**src/rtl/fifo_uart_tx.sv**
```systemverilog
// ============================================================================
// Module      : fifo_uart_tx
// Description : Pops characters from a show-ahead FIFO and serialises them as
//               8N1-style UART frames (start, LSB-first data, stop). Defining
//               UART_TX_PARITY_EN adds an even-parity bit between data and stop.
// Revision    : 1.0 - initial release
// ============================================================================
`default_nettype none

module fifo_uart_tx #(
  parameter int DATA_WIDTH = 8,
  parameter int CLK_FREQ   = 27000000,
  parameter int BAUD       = 115200
) (
  input  logic                  clk,
  input  logic                  reset_n,
  input  logic                  fifo_empty,
  input  logic [DATA_WIDTH-1:0] fifo_data,
  output logic                  fifo_read_en,
  output logic                  tx,
  output logic                  busy,
  output logic                  tx_done
);

  localparam int CLKS_PER_BIT = CLK_FREQ / BAUD;
  localparam int c_CNT_W      = (CLKS_PER_BIT > 2) ? $clog2(CLKS_PER_BIT) : 1;
  localparam int c_IDX_W      = (DATA_WIDTH > 2) ? $clog2(DATA_WIDTH) : 1;

  localparam logic [c_CNT_W-1:0] c_CNT_LAST = c_CNT_W'(CLKS_PER_BIT - 1);
  localparam logic [c_IDX_W-1:0] c_IDX_LAST = c_IDX_W'(DATA_WIDTH - 1);

  localparam logic [2:0] c_IDLE   = 3'd0;
  localparam logic [2:0] c_START  = 3'd1;
  localparam logic [2:0] c_DATA   = 3'd2;
`ifdef UART_TX_PARITY_EN
  localparam logic [2:0] c_PARITY = 3'd3;
`endif
  localparam logic [2:0] c_STOP   = 3'd4;

  logic [2:0]            r_state;
  logic [c_CNT_W-1:0]    r_cnt;
  logic [c_IDX_W-1:0]    r_bit_idx;
  logic [DATA_WIDTH-1:0] r_shift;
  logic                  r_tx;
  logic                  r_busy;
  logic                  r_read_en;
  logic                  r_done;
`ifdef UART_TX_PARITY_EN
  logic                  r_parity;
`endif

  logic                  w_bit_end;
  logic [DATA_WIDTH-1:0] w_shift_next;

  assign w_bit_end    = (r_cnt == c_CNT_LAST);
  assign w_shift_next = r_shift >> 1;

  always_ff @(posedge clk or negedge reset_n) begin
    if (!reset_n) begin
      r_state   <= c_IDLE;
      r_cnt     <= '0;
      r_bit_idx <= '0;
      r_shift   <= '0;
      r_tx      <= 1'b1;
      r_busy    <= 1'b0;
      r_read_en <= 1'b0;
      r_done    <= 1'b0;
`ifdef UART_TX_PARITY_EN
      r_parity  <= 1'b0;
`endif
    end else begin
      r_read_en <= 1'b0;
      r_done    <= 1'b0;
      case (r_state)
        c_IDLE: begin
          r_tx   <= 1'b1;
          r_busy <= 1'b0;
          r_cnt  <= '0;
          // The pop strobe and the start bit appear together on the next cycle.
          if (!fifo_empty) begin
            r_shift   <= fifo_data;
`ifdef UART_TX_PARITY_EN
            r_parity  <= ^fifo_data;
`endif
            r_state   <= c_START;
            r_read_en <= 1'b1;
            r_tx      <= 1'b0;
            r_busy    <= 1'b1;
          end
        end

        c_START: begin
          if (w_bit_end) begin
            r_cnt     <= '0;
            r_bit_idx <= '0;
            r_state   <= c_DATA;
            r_tx      <= r_shift[0];
          end else begin
            r_cnt <= r_cnt + 1'b1;
          end
        end

        c_DATA: begin
          if (w_bit_end) begin
            r_cnt <= '0;
            if (r_bit_idx == c_IDX_LAST) begin
              r_bit_idx <= '0;
`ifdef UART_TX_PARITY_EN
              r_state   <= c_PARITY;
              r_tx      <= r_parity;
`else
              r_state   <= c_STOP;
              r_tx      <= 1'b1;
`endif
            end else begin
              r_bit_idx <= r_bit_idx + 1'b1;
              r_shift   <= w_shift_next;
              r_tx      <= w_shift_next[0];
            end
          end else begin
            r_cnt <= r_cnt + 1'b1;
          end
        end

`ifdef UART_TX_PARITY_EN
        c_PARITY: begin
          if (w_bit_end) begin
            r_cnt   <= '0;
            r_state <= c_STOP;
            r_tx    <= 1'b1;
          end else begin
            r_cnt <= r_cnt + 1'b1;
          end
        end
`endif

        c_STOP: begin
          if (w_bit_end) begin
            r_cnt   <= '0;
            r_state <= c_IDLE;
            r_tx    <= 1'b1;
            r_busy  <= 1'b0;
            r_done  <= 1'b1;
          end else begin
            r_cnt <= r_cnt + 1'b1;
          end
        end

        default: begin
          r_state   <= c_IDLE;
          r_cnt     <= '0;
          r_bit_idx <= '0;
          r_tx      <= 1'b1;
          r_busy    <= 1'b0;
        end
      endcase
    end
  end

  assign tx           = r_tx;
  assign busy         = r_busy;
  assign fifo_read_en = r_read_en;
  assign tx_done      = r_done;

endmodule

`default_nettype wire

```
**config.mk**
```make
export PLATFORM = sky130hd
export DESIGN_NAME = fifo_uart_tx
export DESIGN_NICKNAME = d
export VERILOG_FILES = /design/src/rtl/fifo_uart_tx.sv
export SDC_FILE = /design/constraint.sdc
export NUM_CORES = 1
export LEC_CHECK = 0
export CAP_MARGIN = 40
export CORE_UTILIZATION = 35
export DETAILED_ROUTE_END_ITERATION = 12
export GPL_TIMING_DRIVEN = 1
export PLACE_DENSITY = 0.58
export SLEW_MARGIN = 0
export SYNTH_ARGS = -nofsm -noshare
export SYNTH_HDL_FRONTEND = slang
export SYNTH_SLANG_ARGS = --single-unit
```
**constraint.sdc**
```tcl
create_clock -name clk -period 1.44 [get_ports clk]
set_clock_uncertainty 0.05 [all_clocks]
set_input_delay 0.288 -clock clk [delete_from_list [all_inputs] [get_ports clk]]
set_output_delay 0.288 -clock clk [all_outputs]
set_load 0.1 [all_outputs]
```
==> metrics.csv, run 1 <==
stage;metric;value;unit
final_layout;area_growth;36.7;%
grt;grt_max_degree;22;
final_layout;fillers;331;
synth;synth_nets;147;
power;power_density;1130;nW/µm²
timing;fmax;669;MHz
critical_path;critPathSlowestCell;dfrtp_1;
timing;finalSetupTns;-0.247;ns
floorplanning;fp.dieW;65.5;µm
timing;fin_crit_sh;104;%
critical_path;worstPathArrival;1.64;ns
grt;grt_pass1_vias;1166;
cts;cts.sinks;26;
final_layout;fin_nets;186;
synth;syn_inst;131;
cts;cts_max_level;1;
run;max_cap_violations;0;
grt;antenna_found_initial;0;
synth;yosys_register_bits;26;
place;port_buffers;14;
cts;path_clk_slew;0.09;ns
critical_path;path_cells;inv_1, ha_1, and4bb_4, nand2_4, o21ai_4, mux2_4;
critical_path;critical_path_class;reg -> reg;
cts;hold_buffers;0;
route;drtIter0Drc;34;
critical_path;end_kind;flop;
place;place_inst;212;
cts;cts_buffer_depth;2;
floorplanning;dieArea;4290;µm²
timing;max-slew-margin-rel;77.7;%
power;switching_share;33.9;%
synth;yosys_warnings;0;
grt;grt_overflow_total;0;
route;vias;1117;
final_layout;mostFrequentLayoutCells;dfrtp_1, buf_4, nor2_1;
synth;avgSynthCellArea;10.8;µm²
critical_path;cp-start-kind;flop;
grt;grt_pass1_wl;5380;µm
synth;async_flop_share;100;%
route;avgRoutedWirePerCell;13.9;µm
min_path;hp-class;in -> async;
floorplanning;die_h;65.5;µm
floorplanning;ios;15;
grt;grt_use_total;16.5;%
final_layout;fin_util;51.2;%
outcome;status;complete, but fails checks;
outcome;violations;setup timing;
timing;tightest_slew;0.333;ns
power;p_leak;0.869;nW
power;p_seq_share;45.3;%
cts;cts_tree;built;
synth;synth_seq_area_share;46.1;%
route;drt-total-wl;3020;µm
final_layout;drive_gt1_share;35.5;%
route;drtAntennaViolNets;0;
synth;synth_edf_count;0;
final_layout;antenna_cells;0;
power;p_int;1.45;mW
place;globalplace.congestion;0.809;
cts;numCtsBuffers;3;
cts;clk_latency;0.26;ns
power;p_sw;0.742;mW
timing;period_needed;1.50;ns
timing;worst_slack;-0.0555;ns
synth;ys_types;43;
timing;hold_viol;0;
timing;rsz0062_at_grt;true;
final_layout;final_cells;217;
timing;setup_violations;10;
timing;slew_viol_final;0;
place;post-place-ws;-0.128;ns
power;vdd_drop_max;554;µV
critical_path;cp.required;1.59;ns
route;viasPerCell;5.15;
final_layout;final_common_cell;dfrtp_1;
place;dpl.hpwl;2240;µm
floorplanning;placementRows;22;
power;p_comb_share;35.8;%
floorplanning;fp.coreArea;3770;µm²
floorplanning;start_util;37.5;%
critical_path;critPathMaxStageDelay;0.39;ns
cts;clock-root-buffer;clkbuf_8;
synth;yosys_most_used_dff;dfrtp_1;
route;drc;0;
power;total_power;2.19;mW
critical_path;crit_fanout;4;
route;drt_first_pass_iters;4;
synth;syn-cell-area;1410;µm²
power;clkPwrFrac;18.9;%
## metrics by stage
| step | hold slack [ns] | area (µm²) |
|---|---|---|
| CTS | 0.231 | 1910 |
| global placement | 0.406 | 1820 |
| floorplan | -0.0576 | 1420 |
| detailed placement | 0.422 | 1820 |
| global route | 0.233 | 1930 |
| finish | 0.232 | 1930 |
## Yosys cell counts, types with 2 or more instances
cell type / n / area share (%)
a31oi_1: 2 / 0.89
nand3_1: 3 / 1.1
ha_1: 5 / 4.4
nor3_1: 4 / 1.4
o21ai_2: 2 / 1.2
a21oi_1: 2 / 0.71
o21ai_1: 6 / 2.1
mux2i_1: 7 / 5.0
nand2b_1: 3 / 1.3
buf_2: 2 / 0.71
xor2_1: 2 / 1.2
xnor2_1: 4 / 2.5
o211ai_1: 2 / 1.1
buf_6: 4 / 3.2
and3_1: 3 / 1.3
dfrtp_1: 25 / 44
inv_1: 4 / 1.1
nor2_1: 13 / 3.5
nand2_1: 13 / 3.5
a22oi_1: 2 / 1.1
## metal layers
layer  track usage, %  vias to the layer above  share of wire [%]
met4             7.07                        0                2.8
met2             27.7                       32                 49
met3             3.65                       11                3.6
met5                0                        -                  0
met1             20.3                      538                 44
li1                 -                      536                  -
## worst max-delay path: cells and delay by family (launching register included)
family	cells	cell delay [ns]
flops	1	0.39
simple gates	2	0.38
mux	1	0.31
buf+inv	1	0.07
compound gates	1	0.09
fa+ha+maj	1	0.14
## power by group through the flow
stage / Combinational (mW) / Sequential, mW / Clock (mW)
after floorplan: 0.261 / 1.16 / 0
after global placement: 0.745 / 0.992 / 0
after detailed placement: 0.770 / 1.00 / 0
after CTS: 0.783 / 0.988 / 0.434
after global routing: 0.850 / 1.01 / 0.463
final: 0.783 / 0.992 / 0.414
## what timing repair did
item | in CTS | in global routing
pin swaps | 3 | 1
gates resized for setup | 13 | 6
endpoints found under the setup margin | 24 | 25
hold endpoints to repair | 0 | 0
buffers inserted | 1 | 0
## layout make-up
cell class | count | area, µm² | area share [%]
clock buffer | 4 | 45.0 | 2.33
tap | 48 | 60.1 | 3.11
sequential | 26 | 653 | 33.8
timing repair buffer | 40 | 408 | 21.1
inverter | 4 | 15.0 | 0.778
multi-input combinational | 95 | 749 | 38.8
## final timing paths
check / from / end / slack, ns / depth (start not counted)
worst min register to register: r_shift[7]$_DFFE_PN0P_ / r_shift[7]$_DFFE_PN0P_ / 0.43 / 2
max in group asynchronous: reset_n / r_state[2]$_DFFE_PN0P_ / 0.67 / 2
min in group clk: r_shift[7]$_DFFE_PN0P_ / r_shift[7]$_DFFE_PN0P_ / 0.43 / 2
worst min-delay path: reset_n / r_bit_idx[1]$_DFFE_PN0P_ / 0.23 / 1
worst max-delay path: r_cnt[1]$_DFF_PN0_ / tx$_DFFE_PN1P_ / -0.06 / 6
worst max register to register: r_cnt[1]$_DFF_PN0_ / tx$_DFFE_PN1P_ / -0.06 / 6
## state kept, by name, indices dropped and copies added (netlist names)
register and cells:
busy 1, r_bit_idx 3, tx 1, r_shift 8, tx_done 1, r_cnt 8, r_state 3, fifo_read_en 1
## cell families after synthesis
| kind of cell | share of synthesized area, % |
|---|---|
| AO/OA/AOI/OAI | 14.2 |
| multiplexers | 6.02 |
| AND/OR/NAND/NOR | 20.6 |
| XOR/XNOR | 3.72 |
| adder cells (fa/ha/maj) | 4.43 |
| buffers and inverters | 4.96 |
| flip-flops | 46.1 |
(Power assumes the default switching activity.)
==> run 2: changes to the inputs <==
Settings changed: REMOVE_ABC_BUFFERS set to 1.
==> run 2 against run 1 <==
  * The flow still finishes with violations (setup timing)
  * Critical path depth stayed put
  * Global-route usage down 0.45 points
  * Register-to-register slack hardly changed
  * Critical endpoint unchanged
  * Non-clock buffer count down 1
  * Final cell count decreased by 0.46%
  * Count of clock-buffer cells in the layout unchanged
==> metrics.csv, run 2 (synthesis results as in run 1) <==
stage;metric;value;unit
route;drt-total-wl;3060;µm
critical_path;cpLargestDelayFamily;simple AND/OR/NAND/NOR gates;
cts;clk_latency;0.28;ns
power;p_leak;0.888;nW
final_layout;mostFrequentLayoutCells;dfrtp_1, buf_4, nor2_1;
final_layout;antenna_cells;0;
outcome;status;complete, but fails checks;
place;port_buffers;14;
final_layout;fin_area;1980;µm²
cts;numCtsBuffers;3;
timing;hold_viol;0;
floorplanning;dieArea;4290;µm²
power;p_int;1.52;mW
final_layout;fillers;327;
floorplanning;placementRows;22;
final_layout;fin_nets;185;
timing;period_needed;1.50;ns
timing;max-slew-margin-rel;78.9;%
min_path;hp-class;in -> async;
power;p_seq_share;43.5;%
floorplanning;fp.dieW;65.5;µm
critical_path;worstPathArrival;1.67;ns
route;drtIter0Drc;45;
power;p_comb_share;35.5;%
final_layout;final_common_cell;dfrtp_1;
power;p_sw;0.781;mW
cts;cts_buffer_depth;2;
final_layout;area_growth;39.9;%
timing;fin_crit_sh;104;%
floorplanning;die_h;65.5;µm
critical_path;path_buf_inv;1;
place;dpl.hpwl;2250;µm
route;drt_first_pass_iters;3;
floorplanning;fp.coreArea;3770;µm²
final_layout;drive_gt1_share;41.7;%
timing;setup_violations;22;
grt;grt_use_total;16.1;%
grt;grt_pass1_wl;5040;µm
final_layout;fin_util;52.4;%
route;drc;0;
grt;grt_pass1_vias;1077;
final_layout;reg_top3;r_cnt: 8 flops, r_shift: 8 flops;
power;clkPwrFrac;21.0;%
route;viasPerCell;4.96;
grt;antenna_found_initial;0;
grt;grt_max_degree;27;
floorplanning;start_util;37.5;%
critical_path;end_kind;flop;
cts;path_clk_slew;0.09;ns
critical_path;path_cells;inv_1, ha_2, and4bb_4, nand2_4, o21ai_4, mux2_4;
critical_path;critPathSlowestCell;dfrtp_1;
cts;cts_max_level;1;
run;max_cap_violations;0;
outcome;violations;setup timing;
cts;cts.sinks;26;
critical_path;crit_fanout;5;
power;power_density;1160;nW/µm²
grt;grt_overflow_total;0;
critical_path;cp-start-kind;flop;
timing;rsz0062_at_grt;true;
timing;fmax;665;MHz
power;vdd_drop_max;772;µV
timing;tightest_slew;0.315;ns
floorplanning;ios;15;
place;globalplace.congestion;0.822;
critical_path;cp.required;1.60;ns
timing;worst_slack;-0.0633;ns
route;avgRoutedWirePerCell;14.2;µm
final_layout;final_cells;216;
place;place_inst;210;
critical_path;critPathMaxStageDelay;0.38;ns
cts;cts_tree;built;
place;place_area;1800;µm²
critical_path;critical_path_class;reg -> reg;
power;total_power;2.30;mW
power;switching_share;34.0;%
route;vias;1072;
route;drtAntennaViolNets;0;
cts;clock-root-buffer;clkbuf_8;
place;post-place-ws;-0.140;ns
timing;slew_viol_final;0;
[run 2: routing by layer]
layer | GRT usage [%] | wire, µm | part of all wire (%) | up-vias
met2 | 25.9 | 1520 | 50 | 14
met4 | 8.97 | 65 | 2.1 | 0
met5 | 0 | 0 | 0 | -
met3 | 2.78 | 75 | 2.5 | 5
li1 | - | - | - | 531
met1 | 20.2 | 1390 | 46 | 522
[run 2: path summary, 6_finish.rpt]
| check | startpoint | end | slack, ns | cells after the start |
|---|---|---|---|---|
| max | r_cnt[1]$_DFF_PN0_ | tx$_DFFE_PN1P_ | -0.06 | 6 |
| max in group asynchronous | reset_n | tx$_DFFE_PN1P_ | 0.81 | 2 |
| min reg2reg | r_shift[4]$_DFFE_PN0P_ | r_shift[4]$_DFFE_PN0P_ | 0.45 | 2 |
| max reg2reg | r_cnt[1]$_DFF_PN0_ | tx$_DFFE_PN1P_ | -0.06 | 6 |
| min | reset_n | r_shift[4]$_DFFE_PN0P_ | 0.30 | 2 |
| min in group clk | r_shift[4]$_DFFE_PN0P_ | r_shift[4]$_DFFE_PN0P_ | 0.45 | 2 |
[run 2: cell type report]
class                   count  area [µm²]  area share, %
clock buffers               4        55.1           2.79
inverters                   4        15.0          0.760
multi-input cells          95         777           39.3
flip-flops and latches     26         654           33.1
well taps                  48        60.1           3.04
repair buffers             39         414           21.0
[run 2: power groups by stage]
stage / Clock (mW) / Sequential (mW) / Combinational, mW
5_1_grt: 0.525 / 1.02 / 0.881
2_1_floorplan: 0 / 1.17 / 0.249
3_3_place_gp: 0 / 0.990 / 0.744
3_5_place_dp: 0 / 1.00 / 0.769
4_1_cts: 0.502 / 0.988 / 0.777
6_report: 0.482 / 1.00 / 0.817
[run 2: repair_timing]
action / in CTS / in global routing
hold buffers: 0 / 0
pin swaps: 4 / 11
cloned: 0 / 1
gates resized for setup: 11 / 19
endpoints found under the setup margin: 25 / 24
buffers inserted: 0 / 1
[run 2: metrics by stage]
step	hold WS, ns	setup TNS, ns
after global routing	0.324	-2.01
after detailed placement	0.420	-1.68
after CTS	0.305	-0.431
after floorplan	-0.0576	-3.36
final	0.299	-0.795
after global placement	0.404	-1.03
